**src/rtl/hazard_ctrl.sv**
```systemverilog
// rtl/hazard_ctrl.sv - five-stage pipeline hazard controller: forwarding, load-use stall, branch flush
// Optional saturating stall/flush performance counters: HAZARD_PERF_EN
module hazard_ctrl #(
    parameter int REG_ADDR_W   = 3,
    parameter int FLUSH_CYCLES = 2
) (
    input  logic                  clk,
    input  logic                  reset,
    input  logic [REG_ADDR_W-1:0] id_rs1,
    input  logic [REG_ADDR_W-1:0] id_rs2,
    input  logic [REG_ADDR_W-1:0] ex_rs1,
    input  logic [REG_ADDR_W-1:0] ex_rs2,
    input  logic [REG_ADDR_W-1:0] ex_rd,
    input  logic                  ex_memread,
    input  logic [REG_ADDR_W-1:0] mem_rd,
    input  logic                  mem_regwrite,
    input  logic [REG_ADDR_W-1:0] wb_rd,
    input  logic                  wb_regwrite,
    input  logic                  branch_taken,
    output logic [1:0]            forwardA,
    output logic [1:0]            forwardB,
    output logic                  pc_stall,
    output logic                  ifid_stall,
    output logic                  idex_bubble,
    output logic                  flush,
    output logic [7:0]            stall_count,
    output logic [7:0]            flush_count
);

    localparam logic [1:0] RUN     = 2'd0;
    localparam logic [1:0] LU_HOLD = 2'd1;
    localparam logic [1:0] FLUSH   = 2'd2;
    localparam logic [2:0] FLUSH_LOAD = 3'(FLUSH_CYCLES - 1);

    logic [1:0] state, state_nxt;
    logic [2:0] flush_cnt, flush_cnt_nxt;
    logic       lu;
    logic       stall;
    logic       flush_enter;

    // EX/MEM result is newer than WB data, so it wins when both match
    always_comb begin
        forwardA = 2'b00;
        if (mem_regwrite && mem_rd != '0 && mem_rd == ex_rs1)
            forwardA = 2'b10;
        else if (wb_regwrite && wb_rd != '0 && wb_rd == ex_rs1)
            forwardA = 2'b01;
    end

    always_comb begin
        forwardB = 2'b00;
        if (mem_regwrite && mem_rd != '0 && mem_rd == ex_rs2)
            forwardB = 2'b10;
        else if (wb_regwrite && wb_rd != '0 && wb_rd == ex_rs2)
            forwardB = 2'b01;
    end

    assign lu = ex_memread && ex_rd != '0 && (ex_rd == id_rs1 || ex_rd == id_rs2);

    always_comb begin
        state_nxt     = state;
        flush_cnt_nxt = flush_cnt;
        stall         = 1'b0;
        flush_enter   = 1'b0;
        case (state)
            RUN: begin
                if (branch_taken) begin
                    state_nxt     = FLUSH;
                    flush_cnt_nxt = FLUSH_LOAD;
                    flush_enter   = 1'b1;
                end else if (lu) begin
                    stall     = 1'b1;
                    state_nxt = LU_HOLD;
                end
            end
            LU_HOLD: begin
                if (branch_taken) begin
                    state_nxt     = FLUSH;
                    flush_cnt_nxt = FLUSH_LOAD;
                    flush_enter   = 1'b1;
                end else begin
                    state_nxt = RUN;
                end
            end
            FLUSH: begin
                if (flush_cnt == 3'd0)
                    state_nxt = RUN;
                else
                    flush_cnt_nxt = flush_cnt - 3'd1;
            end
            default: state_nxt = RUN;
        endcase
    end

    always_ff @(posedge clk) begin
        if (reset) begin
            state     <= RUN;
            flush_cnt <= 3'd0;
        end else begin
            state     <= state_nxt;
            flush_cnt <= flush_cnt_nxt;
        end
    end

    assign pc_stall    = stall;
    assign ifid_stall  = stall;
    assign idex_bubble = stall;
    assign flush       = (state == FLUSH);

`ifdef HAZARD_PERF_EN
    logic [7:0] stall_count_q;
    logic [7:0] flush_count_q;

    always_ff @(posedge clk) begin
        if (reset) begin
            stall_count_q <= 8'h00;
            flush_count_q <= 8'h00;
        end else begin
            if (stall && stall_count_q != 8'hFF)
                stall_count_q <= stall_count_q + 8'h01;
            if (flush_enter && flush_count_q != 8'hFF)
                flush_count_q <= flush_count_q + 8'h01;
        end
    end

    assign stall_count = stall_count_q;
    assign flush_count = flush_count_q;
`else
    logic perf_unused;
    assign perf_unused = flush_enter;
    assign stall_count = 8'h00;
    assign flush_count = 8'h00;
`endif

endmodule
```
**config.mk**
```make
export PLATFORM = sky130hd
export DESIGN_NAME = hazard_ctrl
export DESIGN_NICKNAME = d
export VERILOG_FILES = /design/src/rtl/hazard_ctrl.sv
export SDC_FILE = /design/constraint.sdc
export NUM_CORES = 1
export LEC_CHECK = 0
export ABC_AREA = 1
export CORE_ASPECT_RATIO = 0.75
export CORE_MARGIN = 3
export CORE_UTILIZATION = 25
export CTS_CLUSTER_SIZE = 20
export DETAILED_ROUTE_END_ITERATION = 16
export PLACE_DENSITY = 0.71
export RECOVER_POWER = 25
export SLEW_MARGIN = 30
export SYNTH_ARGS = -nofsm -noshare
export SYNTH_HDL_FRONTEND = slang
export SYNTH_SLANG_ARGS = --single-unit
export TNS_END_PERCENT = 20
```
**constraint.sdc**
```tcl
create_clock -name clk -period 1.6 [get_ports clk]
set_input_delay 0.32 -clock clk [delete_from_list [all_inputs] [get_ports clk]]
set_output_delay 0.32 -clock clk [all_outputs]
set_load 0.02 [all_outputs]
```
Word-level counts from Yosys, hierarchy flattened

Cells that the tools add are included.

Add/sub/neg operators: 1
Equal/unequal tests: 12
Multiplexer cells: 15
Reductions and logical operators: 18

Operators by type and width:

| kind                  | number |
|---|---|
| $eq A3 B3 Y1          | 6 |
| $mux W2               | 6 |
| $reduce_bool A3 Y1    | 3 |
| $logic_and A1 B1 Y1   | 8 |
| $mux W3               | 2 |
| $pmux W2 S3           | 1 |
| $pmux W3 S2           | 1 |
| $mux W1               | 5 |
| $ne A2 B1 Y1 const B  | 2 |
| $logic_not A3 Y1      | 1 |
| $ne A3 B3 Y1 const B  | 1 |
| $reduce_and A3 Y1     | 1 |
| $sub A3 B1 Y3 const B | 1 |
| $eq A2 B1 Y1 const B  | 1 |
| $eq A2 B2 Y1 const B  | 1 |
| $logic_not A2 Y1      | 1 |
| $ne A2 B2 Y1 const B  | 1 |
| $reduce_and A2 Y1     | 1 |
| $reduce_bool A2 Y1    | 1 |
| $reduce_or A2 Y1      | 1 |
| $logic_or A1 B1 Y1    | 1 |

Flip-flop bits (word level): 5
Bits of input ports: 27
Output and inout port bits: 24
Word-level logic and storage cells: 48

Logic depth before layout (Yosys ltp)

Depth after elaboration: 6
Gate-level depth with buffers: 8
Gate-level depth less buffers: 7

Worst setup path before layout

OpenSTA, ideal clock, no wires.

Path type: input port to output port
Start point: input mem_rd[0]
End point: output forwardA[0]
Arrival: 1.131 ns
Required time: 1.280 ns
Setup slack: 0.149 ns
Stages: 5
Buffers on the path: 0
Cells stage by stage: nor2_1 > a21boi_0 > nand2_1 > nor2_1 > nor3_1

Word-level cells in the longest chain between the ends: 4
Elaborated cells on any way between the ends: 5
Those cells by class: eq/ne (1); mux (1); reduce/logical (3)

RTL lines:

| element               | RTL line | source |
|---|---|---|
| start, declared       | 15       | `input logic [REG_ADDR_W-1:0] mem_rd,` |
| $reduce_bool A3 Y1    | 44       | `if (mem_regwrite && mem_rd != '0 && mem_rd == ex_rs1)` |
| $logic_and A1 B1 Y1   | 44       |  |
| $logic_and A1 B1 Y1 * | 44       |  |
| $mux W2 *             | 44       |  |
| end, declared         | 20       | `output logic [1:0] forwardA,` |

Mark *: on every way between the ends. The rest lies on a longest branch, timed or not.

Worst setup path in the final report

Start point: input ex_rs2[0]
End point: output forwardB[0]

Word-level cells in the longest chain between the ends: 4
Elaborated cells on any way between the ends: 6
Those cells by class: eq/ne (2); mux (2); reduce/logical (2)

RTL lines:

| element             | RTL line | source |
|---|---|---|
| start, declared     | 12       | `input logic [REG_ADDR_W-1:0] ex_rs2,` |
| $eq A3 B3 Y1        | 54       | `else if (wb_regwrite && wb_rd != '0 && wb_rd == ex_rs2)` |
| $logic_and A1 B1 Y1 | 54       |  |
| $mux W1             | 54       |  |
| $mux W2 *           | 52       | `if (mem_regwrite && mem_rd != '0 && mem_rd == ex_rs2)` |
| end, declared       | 21       | `output logic [1:0] forwardB,` |

Marks and branches as above.

==> out/metrics.yaml <==
worst_setup_path:
  path_max_fanout: 2
  r2r-end: "flush_cnt[1]"
  critPathLaunchType: "primary input"
  crit_start: "ex_rs2[0]"
  cp_slowest_cell: "dlygate4sd2_1"
  slowest_delay_ps: 270
  required_ps: 1280
  reg2reg_depth: 7
  setup.worst_path.end: "forwardB[0]"
  r2r_slack_ps: 250
  end_kind: "output port"
  crit_chain: "dlygate4sd2_1 > xor2_1 > nor2_1 > nand3_2 > nand2_1 > inv_2 > buf_6"
  crit_arrival_ps: 1230
  critical_path_class: "primary input to output port"
  r2r_start: "flush_cnt[0]"
placed_design:
  routabilityCongestion: 0.796
  numPortBuffers: 34
  dp_hpwl_um: 1470
  pre_cts_ws_ps: -701
floorplan:
  core_mm2: 0.00244
  start_util_pct: 27.9
  die_area_mm2: 0.00339
  ioPinCount: 51
  num_rows: 15
  chipWidth_um: 66.3
  die_h_um: 51.2
worst_hold_path:
  holdCritPathClass: "primary input to register"
yosys:
  ys_ff_latch: 5
  yosys.area.top_type: "buf_4"
  yosysSeqAreaShare_pct: 14.7
  syn_avg_cell_area_um2: 6.08
  yosys_warnings: 0
  yosys.area.top_type_share_pct: 19.9
  ys_types: 17
  syn-cell-area_um2: 681
  syn_inst: 112
  synthTopCellsByArea: "buf_4 20%, dfxtp_1 15%, nand2_1 14%"
final_layout:
  fillers: 266
  antenna_cells: 0
  syn_to_final_growth_pct: 64.7
  final_cell_mix: "25 x nand2_1, 18 x inv_1, 16 x conb_1, 13 x dlymetal6s2s_1, 8 x xnor2_1"
  nets: 182
  multi_input_area_um2: 469
  register_area_um2: 100
  drive_gt1_share_pct: 21.1
  final_common_cell: "nand2_1"
clock_tree:
  cts_root_buffer: "clkbuf_4"
  htree_levels: 1
  numCtsBuffers: 3
  clock_sinks: 5
  clockBufferDepth: 2
  hold_buffers: 0
  cts_tree: "yes"
  clock_latency_ps: 240
  clkTransAtPathRegs_ps: 40
sta:
  hold_viol_final: 0
  period_share_pct: 96.7
  finalSetupViolCount: 0
  finClkSkew_ps: 2.44
  fmax_mhz: 647
  finalCriticalPeriod_ps: 1550
  worst_slack_ps: 53.4
  final_max_slew_viol_count: 0
  rsz0062_at_grt: "yes"
drt:
  drt_wl_total_um: 1710
  post_drt_wl_per_cell_um: 9.17
  dr.pass1.iters: 4
  num_vias: 718
  drt-initial-drc-count: 30
  vias_per_cell: 3.86
  drc: 0
  ant_nets: 0
global_routing:
  grt_use_total_pct: 9.37
  grt_overflow: 0
  grt_pass1_wl_um: 2520
  antenna_found_initial: 0
  grt_pass1_vias: 617
  grt_max_degree: 6
pwr:
  p_per_area_mw_per_mm2: 470
  pwr-share-comb_pct: 46.5
  irDropWorstVdd_mv: 0.142
  intPower_uw: 338
  power_switching_uw: 189
  power_uw: 527
  p_leak_uw: 0.000687
  seqPwrFrac_pct: 25.7
  p_clk_share_pct: 27.9
  p_sw_share_pct: 35.8
outcome:
  status: "finished, final reports clean"
job:
  cap_violations: 0
-- stage by stage --
stage	std cells	hold slack (ps)	area [um^2]	util [%]	TNS (ps)
after floorplan	127	389	737	-	0
after global placement	181	447	1010	41.6	-4350
after detailed placement	181	457	1010	41.6	-4580
after CTS	185	463	1020	41.6	-697
after global routing	186	484	1120	45.9	-0.411
final	186	455	1120	45.9	0
-- power groups by stage --
stage               combinational [uW]  sequential [uW]  clock (uW)
finish                             245              135         147
global route                       272              136         168
CTS                                233              135         158
detailed placement                 243              137           0
global placement                   238              137           0
floorplan                          158              137           0
-- cells by family (layout without fill, tap and decap cells) --
logic type,count (synthesis),in the layout,share of synthesized area (%)
AO/OA/AOI/OAI,7,7,6.07
XOR/XNOR,12,12,15.4
other,1,16,0.551
buffers and inverters,41,66,32.5
AND/OR/NAND/NOR,44,44,27.0
flip-flops,5,5,14.7
adder cells (fa/ha/maj),2,2,3.68
-- synth_stat cells (all sizes together) --
cell and instances:
conb 1, a21boi 1, dfxtp 5, xor2 2
nor3 3, a21oi 4, xnor2 10, inv 23
ha 2, o21bai 1, nor2 8, nand2 25
nand3 6, or2 2, a31oi 1, buf 18
-- registers in the layout, summed over array words and instances, names as in the netlist --
register	cells
state	2
flush_cnt	3
-- final cells by class --
type                    instances  share of cell area [%]
multi-input cells              81                    41.9
flip-flops and latches          5                    8.93
repair buffers                 39                    35.4
inverters                      23                    7.70
well taps                      34                    3.79
clock buffers                   4                    2.34
-- worst max-delay path: cells and delay by family --
kind          cells  cell delay (ps)
buf+inv           3              430
simple gates      3              330
xor+xnor          1              150
-- how the worst min path moves through the flow --
stage	cells past startpoint	from	end
floorplan	1	reset	flush_cnt[1]
global placement	2	flush_cnt[2]	flush_cnt[2]
detailed placement	2	flush_cnt[2]	flush_cnt[2]
CTS	2	flush_cnt[2]	flush_cnt[2]
global route	2	flush_cnt[1]	flush_cnt[1]
finish	3	branch_taken	state[1]
-- routing by layer --
metal / part of all wire (%) / vias to the layer above / global-route usage (%)
li1: - / 377 / -
met1: 43 / 311 / 11.8
met2: 49 / 28 / 15.8
met3: 8.0 / 2 / 2.64
met4: 0.59 / 0 / 2.03
met5: 0 / - / 0
-- repair_timing --
item | in CTS | in global routing
resized for setup | 56 | 37
setup endpoints to repair | 8 | 7
buffers inserted | 0 | 1
pin swaps | 4 | 12
Note: power is estimated with default switching activity, not from simulation.
